$ cat src/rtl/msk_enc_pkg.sv
// Shared constants, state encoding and LFSR step function for the MSK share encoder.
// DEFAULTSHARES sets the default share count when the build does not provide it.
`ifndef DEFAULTSHARES
`define DEFAULTSHARES 2
`endif

package msk_enc_pkg;

  localparam int LFSR_W       = 64;
  localparam int WARMUP_STEPS = 64;

  // Galois taps for x^64 + x^63 + x^61 + x^60 + 1 (right-shifting form)
  localparam logic [LFSR_W-1:0] LFSR_TAPS = 64'hD800_0000_0000_0000;

  typedef enum logic [1:0] {
    IDLE   = 2'd0,
    WARMUP = 2'd1,
    RUN    = 2'd2
  } enc_state_e;

  function automatic logic [LFSR_W-1:0] lfsr_next(input logic [LFSR_W-1:0] s);
    logic [LFSR_W-1:0] n;
    n = {1'b0, s[LFSR_W-1:1]};
    if (s[0]) begin
      n = n ^ LFSR_TAPS;
    end else begin
      n = n;
    end
    return n;
  endfunction

endpackage

$ cat src/rtl/msk_lfsr64.sv
// 64-bit Galois LFSR with seed load (zero seed maps to 1) and step enable.
module msk_lfsr64
  import msk_enc_pkg::*;
(
  input  logic              clk,
  input  logic              rst_n,
  input  logic              load,
  input  logic [LFSR_W-1:0] seed,
  input  logic              step,
  output logic [LFSR_W-1:0] state
);

  logic [LFSR_W-1:0] state_q;
  logic [LFSR_W-1:0] state_d;

  // Load wins over step so a reseed always restarts from a known value.
  always_comb begin
    state_d = state_q;
    if (load) begin
      state_d = (seed == 64'h0) ? 64'h1 : seed;
    end else if (step) begin
      state_d = lfsr_next(state_q);
    end else begin
      state_d = state_q;
    end
  end

  always_ff @(posedge clk or negedge rst_n) begin
    if (!rst_n) begin
      state_q <= 64'h1;
    end else begin
      state_q <= state_d;
    end
  end

  assign state = state_q;

endmodule

$ cat src/rtl/msk_share_encoder.sv
// Masks W-bit plaintext into d bit-sliced Boolean shares using LFSR randomness.
// Optional MSK_ENC_SELFCHECK_EN adds a sticky err output (recombination / zero-LFSR check).
module msk_share_encoder
  import msk_enc_pkg::*;
#(
  parameter int d = `DEFAULTSHARES,
  parameter int W = 8
) (
  input  logic           clk,
  input  logic           rst_n,
  input  logic [63:0]    seed,
  input  logic           seed_valid,
  input  logic [W-1:0]   in_data,
  input  logic           in_valid,
  output logic           in_ready,
  output logic [W*d-1:0] out_data,
  output logic           out_valid,
  input  logic           out_ready,
  output logic           busy
`ifdef MSK_ENC_SELFCHECK_EN
  ,
  output logic           err
`endif
);

  localparam int CNT_W = $clog2(WARMUP_STEPS);
  localparam logic [CNT_W-1:0] CNT_LAST = CNT_W'(WARMUP_STEPS - 1);

  if (d < 2 || (d - 1) * W > LFSR_W) begin : g_param_chk
    $error("msk_share_encoder: need d>=2 and (d-1)*W<=64");
  end

  enc_state_e        state_q, state_d;
  logic [CNT_W-1:0]  cnt_q, cnt_d;
  logic              out_valid_q, out_valid_d;
  logic [W*d-1:0]    out_data_q, out_data_d;
  logic [W*d-1:0]    share_s;
  logic [LFSR_W-1:0] lfsr_s;
  logic              accept_s;
  logic              lfsr_step_s;

  assign in_ready    = (state_q == RUN) && (!out_valid_q || out_ready);
  assign accept_s    = in_valid && in_ready && !seed_valid;
  assign lfsr_step_s = (state_q == WARMUP) || accept_s;
  assign busy        = (state_q != RUN);
  assign out_valid   = out_valid_q;
  assign out_data    = out_data_q;

  msk_lfsr64 u_lfsr (
    .clk   (clk),
    .rst_n (rst_n),
    .load  (seed_valid),
    .seed  (seed),
    .step  (lfsr_step_s),
    .state (lfsr_s)
  );

  // Random share i of bit b is lfsr[(i-1)*W + b]; share 0 absorbs the plaintext.
  for (genvar b = 0; b < W; b++) begin : g_bit
    logic [d-2:0] r_s;
    for (genvar i = 1; i < d; i++) begin : g_sh
      assign r_s[i-1]          = lfsr_s[(i-1)*W + b];
      assign share_s[b*d + i]  = r_s[i-1];
    end
    assign share_s[b*d] = in_data[b] ^ (^r_s);
  end

  if ((d - 1) * W < LFSR_W) begin : g_unused
    logic unused_lfsr_s;
    assign unused_lfsr_s = ^lfsr_s[LFSR_W-1:(d-1)*W];
  end

  always_comb begin
    state_d = state_q;
    cnt_d   = cnt_q;
    case (state_q)
      IDLE: begin
        if (seed_valid) begin
          state_d = WARMUP;
          cnt_d   = '0;
        end else begin
          state_d = IDLE;
        end
      end
      WARMUP: begin
        if (seed_valid) begin
          cnt_d = '0;
        end else if (cnt_q == CNT_LAST) begin
          state_d = RUN;
          cnt_d   = '0;
        end else begin
          cnt_d = cnt_q + CNT_W'(1);
        end
      end
      RUN: begin
        if (seed_valid) begin
          state_d = WARMUP;
          cnt_d   = '0;
        end else begin
          state_d = RUN;
        end
      end
      default: begin
        state_d = IDLE;
        cnt_d   = '0;
      end
    endcase
  end

  // A pending beat drains independently of reseeding; data holds under backpressure.
  always_comb begin
    out_valid_d = out_valid_q;
    out_data_d  = out_data_q;
    if (accept_s) begin
      out_valid_d = 1'b1;
      out_data_d  = share_s;
    end else if (out_ready) begin
      out_valid_d = 1'b0;
    end else begin
      out_valid_d = out_valid_q;
    end
  end

  always_ff @(posedge clk or negedge rst_n) begin
    if (!rst_n) begin
      state_q     <= IDLE;
      cnt_q       <= '0;
      out_valid_q <= 1'b0;
      out_data_q  <= '0;
    end else begin
      state_q     <= state_d;
      cnt_q       <= cnt_d;
      out_valid_q <= out_valid_d;
      out_data_q  <= out_data_d;
    end
  end

`ifdef MSK_ENC_SELFCHECK_EN
  logic [W-1:0] pt_q, pt_d;
  logic [W-1:0] recomb_s;
  logic         err_q, err_d;

  for (genvar b = 0; b < W; b++) begin : g_rc
    assign recomb_s[b] = ^out_data_q[b*d +: d];
  end

  always_comb begin
    pt_d  = accept_s ? in_data : pt_q;
    err_d = err_q
          | (out_valid_q && (recomb_s != pt_q))
          | (lfsr_s == 64'h0);
  end

  always_ff @(posedge clk or negedge rst_n) begin
    if (!rst_n) begin
      pt_q  <= '0;
      err_q <= 1'b0;
    end else begin
      pt_q  <= pt_d;
      err_q <= err_d;
    end
  end

  assign err = err_q;
`endif

endmodule

$ cat config.mk
export PLATFORM = sky130hd
export DESIGN_NAME = msk_share_encoder
export DESIGN_NICKNAME = d
export VERILOG_FILES = /design/src/rtl/msk_enc_pkg.sv /design/src/rtl/msk_lfsr64.sv /design/src/rtl/msk_share_encoder.sv
export SDC_FILE = /design/constraint.sdc
export NUM_CORES = 1
export LEC_CHECK = 0
export ABC_AREA = 1
export ABC_CLOCK_PERIOD_IN_PS = 1600
export CAP_MARGIN = 20
export CELL_PAD_IN_SITES_DETAIL_PLACEMENT = 1
export CELL_PAD_IN_SITES_GLOBAL_PLACEMENT = 2
export CORE_MARGIN = 1.5
export CORE_UTILIZATION = 26
export CTS_CLUSTER_SIZE = 14
export DETAILED_ROUTE_END_ITERATION = 12
export PLACE_DENSITY = 0.81
export SLEW_MARGIN = 20
export SYNTH_ARGS = -nofsm -noshare
export SYNTH_HDL_FRONTEND = slang
export SYNTH_HIERARCHICAL = 1
export SYNTH_SLANG_ARGS = --single-unit
export TNS_END_PERCENT = 50
$ cat constraint.sdc
create_clock -name clk -period 1.6 [get_ports clk]
set_input_delay 0.24 -clock clk [delete_from_list [all_inputs] [get_ports clk]]
set_output_delay 0.24 -clock clk [all_outputs]
set_load 0.01 [all_outputs]
### Yosys cells after proc, flatten, opt, wreduce, memory -nomap -nowiden

Cells that the tools add are included.

* register bits: 89
* bits of input ports: 77
* output and inout bits: 19
* logic and storage cells: 50

* $add $sub $neg: 1
* equality and inequality tests: 7
* muxes and demuxes: 15
* bitwise operators: 9
* reduce and logical (&&, ||, !) cells: 13

Operator list (number)
* $mux W64: 4
* $logic_not A64 Y1: 1
* $mux W6: 3
* $pmux W6 S2: 1
* $xor A1 B1 Y1: 8
* $add A6 B1 Y6 const B: 1
* $eq A6 B6 Y1 const B: 1
* $mux W2: 3
* $pmux W2 S3: 1
* $ne A2 B1 Y1 const B: 2
* $ne A2 B2 Y1 const B: 2
* $not A3 Y4: 1
* $reduce_bool A2 Y1: 2
* $logic_and A1 B1 Y1: 3
* $mux W1: 3
* $eq A2 B1 Y1 const B: 1
* $eq A2 B2 Y1 const B: 1
* $logic_not A1 Y1: 2
* $logic_not A2 Y1: 1
* $logic_or A1 B1 Y1: 2
* $reduce_and A2 Y1: 1
* $reduce_or A2 Y1: 1

### Longest topological paths before layout

* depth in word-level cells: 8
* gate-level depth with buffers: 10
* gate-level depth less buffers: 9

### Modules after synthesis

The synthesis kept the hierarchy.

By module, submodules not included
* msk_lfsr64: times used 1, cells each 418, area an instance 3198.1 um^2, seq. area each 1602.8 um^2
* msk_share_encoder: times used 1, cells each 128, area an instance 1224.9 um^2, seq. area each 625.6 um^2

### Least setup slack after synthesis

No wires, ideal clock.

* path kind: reg2reg
* from: register state_q[0]
* to: register u_lfsr.state_q[7], in the netlist u_lfsr/state[7]
* library setup time: 126 ps
* arrival: 1503 ps
* required time: 1474 ps
* slack: -29 ps
* stages on the path, launching flop included: 9
* buffers on the path: 2
* period minus slack after synthesis: 1629 ps
* cell sequence: dfrtp_1 nor2_4 nand4_4 buf_6 nand2_1 inv_2 clkbuf_1 o21ai_0 a21oi_1

* word-level cells in the longest chain between the ends: 6
* elaborated cells on any way between the ends: 7
* classes of those cells: 2 x eq/ne; 5 x reduce/logical

RTL lines
* start: declaration: RTL line msk_share_encoder.sv:33 `enc_state_e state_q, state_d;`
* start signal: assignment: RTL line msk_share_encoder.sv:131 `state_q <= state_d;`
* $eq A2 B2 Y1: RTL line msk_share_encoder.sv:42 `assign in_ready = (state_q == RUN) && (!out_valid_q || out_ready);`
* $logic_and A1 B1 Y1: RTL line msk_share_encoder.sv:42
* $logic_and A1 B1 Y1 (2 in a row): RTL line msk_share_encoder.sv:43 `assign accept_s = in_valid && in_ready && !seed_valid;`
* $logic_or A1 B1 Y1 (*): RTL line msk_share_encoder.sv:44 `assign lfsr_step_s = (state_q == WARMUP) || accept_s;`
* named net lfsr_step_s: RTL line msk_share_encoder.sv:40 `logic lfsr_step_s;`
* $reduce_bool A2 Y1 (no source line) (*)
* end signal: assignment: RTL line msk_lfsr64.sv:32 `state_q <= state_d;`
* end: declaration: RTL line msk_lfsr64.sv:13 `logic [LFSR_W-1:0] state_q;`

The timed path passes the listed nets; every way through them passes the cells marked *.
A chain may end at the register's enable or synchronous reset.

### Final worst setup path

* from: register state_q[0]
* to: register u_lfsr.state_q[37], in the netlist u_lfsr/state[37]

The elaborated chain is that of the path after synthesis.

==> reports/results.env <==
RUN_STATUS='finished clean'
POSTSYNTHNETCOUNT=624
ASYNC_RESET_FF_SHARE_PCT=100
POSTROUTEWIRELENGTH_MM=12.6
POST_SYNTHESIS_INSTANCE_AREA_UM2=4420
CP_MAX_FO=37
CORE.ROWCOUNT=47
GRT_OVERFLOW_TOTAL=0
STDCELL_COUNT=870
CRIT-REG2REG-LAUNCH='state_q[0]$_DFFE_PN0P_'
CLK_PIN_SLEW_WORST_PATHS_PS=60
POST-PLACE-WS_PS=-145
WORST_EP_REQUIRED_PS=1830
HTREE_NUM_LEVELS=3
GRT_USAGE_PCT=14.8
MIN_PATH_CELLS=5
IOPINCOUNT=96
TIMING.REG2REG.WORST_PATH_DEPTH=8
ANT_NETS=0
WORST_PIN_SLEW_PS=505
FINISH.NET_COUNT=723
CP-STARTPOINT='state_q[0]$_DFFE_PN0P_'
ROUTE.VIAS.TOTAL=3990
SLEW_HEADROOM_PCT=66.3
POWER_PER_CELL_AREA_nW_PER_UM2=862
SYNTH_TOP_AREA_SHARE_PCT=49.8
DRT_FIRST_PASS_ITERS=4
MAX_SLEW_VIOLATION_TOTAL_FROM_THE_FINAL_REPORT=0
CRITPATHARRIVALTIME_PS=1780
DIE_HEIGHT_UM=133
POST-ROUTE-MIN-PERIOD_PS=1550
DPL.CELL_COUNT=850
SYN_INST=546
GRT_PASS1_WL_MM=20.9
TIMING.FINAL.CRIT_SHARE_PCT=96.8
POSTSYNTH.TOPFLOPCELL='sky130_fd_sc_hd__dfrtp_1'
GRT_PASS1_VIAS=4371
ROUTABILITYCONGESTION=0.736
BUFFER_PORTS.INSERTED=95
DRC=0
YOSYS_WARNINGS=6
WORST_CLOCK_SKEW_PS=6.09
DETAILED_ROUTE_ITER0_VIOLATIONS=137
YS_SEQ_ELEMENTS=89
DIEWIDTH_UM=133
HOLD_VIOL_FINAL=0
MAX_FREQ_GHz=0.646
HOLD_PATH.CLASS='input pin to register'
FLOW.AREA_GROWTH_FROM_SYNTHESIS_PCT=36.6
DIE_AREA_UM2=17800
NUMBER_OF_SYNTHESIZED_FLOPS_WITH_AN_ENABLE_PIN=0
GRT_START_MAX_NET_PINS=90
CORE_REGION_AREA_UM2=16600
CRITICALPATHCATEGORY='register to register'
TRITONCTS_BUFFERS=9
CLK_LATENCY_PS=350
HPWLAFTERDP_MM=8.83
DRIVE_GT1_SHARE_PCT=12.0
CTS_MAX_PATH_BUFFERS=2
SYNTHDISTINCTLIBCELLS=27
VIAS_PER_CELL=4.59
WORST-R2R-SETUP-SLACK_PS=50
MAX-VDD-IR-DROP_mV=0.513
CTS_ROOT_BUF='sky130_fd_sc_hd__clkbuf_16'
SYNTH.LARGEST_AREA_CELL='sky130_fd_sc_hd__dfrtp_1'
AVGROUTEDWIREPERCELL_UM=14.5
SYNTHTOPCELLSBYAREA='sky130_fd_sc_hd__dfrtp_1, sky130_fd_sc_hd__nand2_1, sky130_fd_sc_hd__nor2_1'
CORE_OCCUPANCY_IN_THE_FINISHED_LAYOUT_PCT=36.4
ANTENNA_VIOLATIONS_BEFORE_REPAIR=0
RSZ0062_AT_GRT='true'
WORST_SLACK_PS=50.9
TRITONCTS='built'
SYNTH_SEQ_AREA_SHARE_PCT=50.4
SYNTH_AREA_PER_CELL_UM2=8.10
WORST_SETUP_PATH_START_KIND='register'
FINAL-SETUP-VIOL-COUNT=0
COMMONEST_CELLS_IN_THE_SYNTHESIZED_NETLIST='sky130_fd_sc_hd__nand2_1, sky130_fd_sc_hd__nor2_1, sky130_fd_sc_hd__dfrtp_1, sky130_fd_sc_hd__a21oi_1, sky130_fd_sc_hd__o21ai_0'
CRITPATHCAPTURE='u_lfsr/state[37]$_DFFE_PN0P_'
CTS.SINKS=89
MAX_CAP_VIOLATIONS=0
INITIAL_UTILIZATION_PCT=26.7
ANTENNA_CELLS=0
LEAKAGEPOWER_uW=0.00263
YOSYS.CELL_COUNT.TOP_TYPE='sky130_fd_sc_hd__nand2_1'
CRIT_END_CATEGORY='register'
CRITICAL_PATH.REG2REG.ENDPOINT='u_lfsr/state[37]$_DFFE_PN0P_'
-- layout by cell type (no fill, tap or decap), drive strengths merged --
| master | count |
|---|---|
| clkdlybuf4s50 | 91 |
| clkbuf | 14 |
| o22ai | 1 |
| a21oi | 63 |
| dfstp | 1 |
| o21bai | 2 |
| ha | 1 |
| nand2 | 127 |
| dlygate4sd2 | 2 |
| inv | 21 |
| a31oi | 3 |
| dlygate4sd3 | 1 |
| xnor2 | 9 |
| o21ai | 81 |
| dfrtp | 88 |
| nand4 | 1 |
| a21o | 1 |
| clkinv | 4 |
| nand3 | 4 |
| nor2 | 111 |
| buf | 21 |
| a22oi | 3 |
-- stage by stage --
stage / TNS, ps / hold slack [ps] / total power [µW] / cell area, µm²
4_1_cts: 0 / 356 / 5290 / 5970
2_1_floorplan: 0 / -55.6 / 2840 / 4430
3_3_place_gp: -5380 / 328 / 3200 / 5680
3_5_place_dp: -6180 / 332 / 3230 / 5680
5_1_grt: -277 / 392 / 5460 / 6040
6_report: 0 / 370 / 5210 / 6040
-- routing by layer --
| layer | wire length (µm) | up-vias | global-route usage [%] |
|---|---|---|---|
| met5 | 0 | - | 0 |
| met4 | 272 | 0 | 6.46 |
| met2 | 6050 | 74 | 25.0 |
| met1 | 5840 | 1930 | 18.7 |
| met3 | 437 | 15 | 2.51 |
| li1 | - | 1971 | - |
-- what timing repair did --
item | CTS | global route
buffers inserted | 1 | 0
hold endpoints to repair | 88 | 0
setup endpoints to repair | 22 | 45
gates resized for setup | 4 | 29
pin swaps | 0 | 3
cloned | 0 | 2
hold buffers | 1 | 0
-- worst min-delay path by stage --
stage / slack, ps / start / to
CTS: 360 / seed_valid / cnt_q[3]$_DFFE_PN0P_
global route: 390 / seed_valid / cnt_q[1]$_DFFE_PN0P_
detailed placement: 330 / rst_n / u_lfsr/state[46]$_DFFE_PN0P_
global placement: 330 / rst_n / u_lfsr/state[46]$_DFFE_PN0P_
finish: 370 / seed_valid / cnt_q[3]$_DFFE_PN0P_
floorplan: -60 / rst_n / cnt_q[0]$_DFFE_PN0P_
-- state kept, by name, summed over array words and instances (netlist names) --
name / count
out_valid: 1
out_data: 16
cnt_q: 6
u_lfsr/state: 64
state_q: 2
-- power breakdown --
group / switching, µW / internal, µW / total, µW
clock: 886 / 1130 / 2020
sequential: 110 / 2420 / 2530
combinational: 319 / 345 / 664
-- worst max-delay path: stages, from the launching register on --
cell and delay [ps]:
sky130_fd_sc_hd__dfrtp_1 400, sky130_fd_sc_hd__buf_4 150, sky130_fd_sc_hd__nor2_4 110, sky130_fd_sc_hd__nand4_4 120, sky130_fd_sc_hd__nand2_4 110, sky130_fd_sc_hd__inv_2 70
sky130_fd_sc_hd__buf_12 160, sky130_fd_sc_hd__o21ai_0 200, sky130_fd_sc_hd__a21oi_1 100
-- cells by family after synthesis --
| family | after synthesis | synth area share, % |
|---|---|---|
| AND/OR/NAND/NOR | 243 | 21.7 |
| buffers and inverters | 50 | 6.62 |
| AO/OA/AOI/OAI | 154 | 19.2 |
| XOR/XNOR | 9 | 1.78 |
| flip-flops | 89 | 50.4 |
| adder cells (fa/ha/maj) | 1 | 0.283 |
-- final cells by class --
class                      instances  area (µm²)
sequential                        89        2230
multi-input combinational        407        1940
fill                            1976       10500
timing repair buffer             116        1230
clock inverter                     3        15.0
clock buffer                      13         260
tap                              220         275
inverter                          22        87.6
Power figures use the tool's default switching activity.
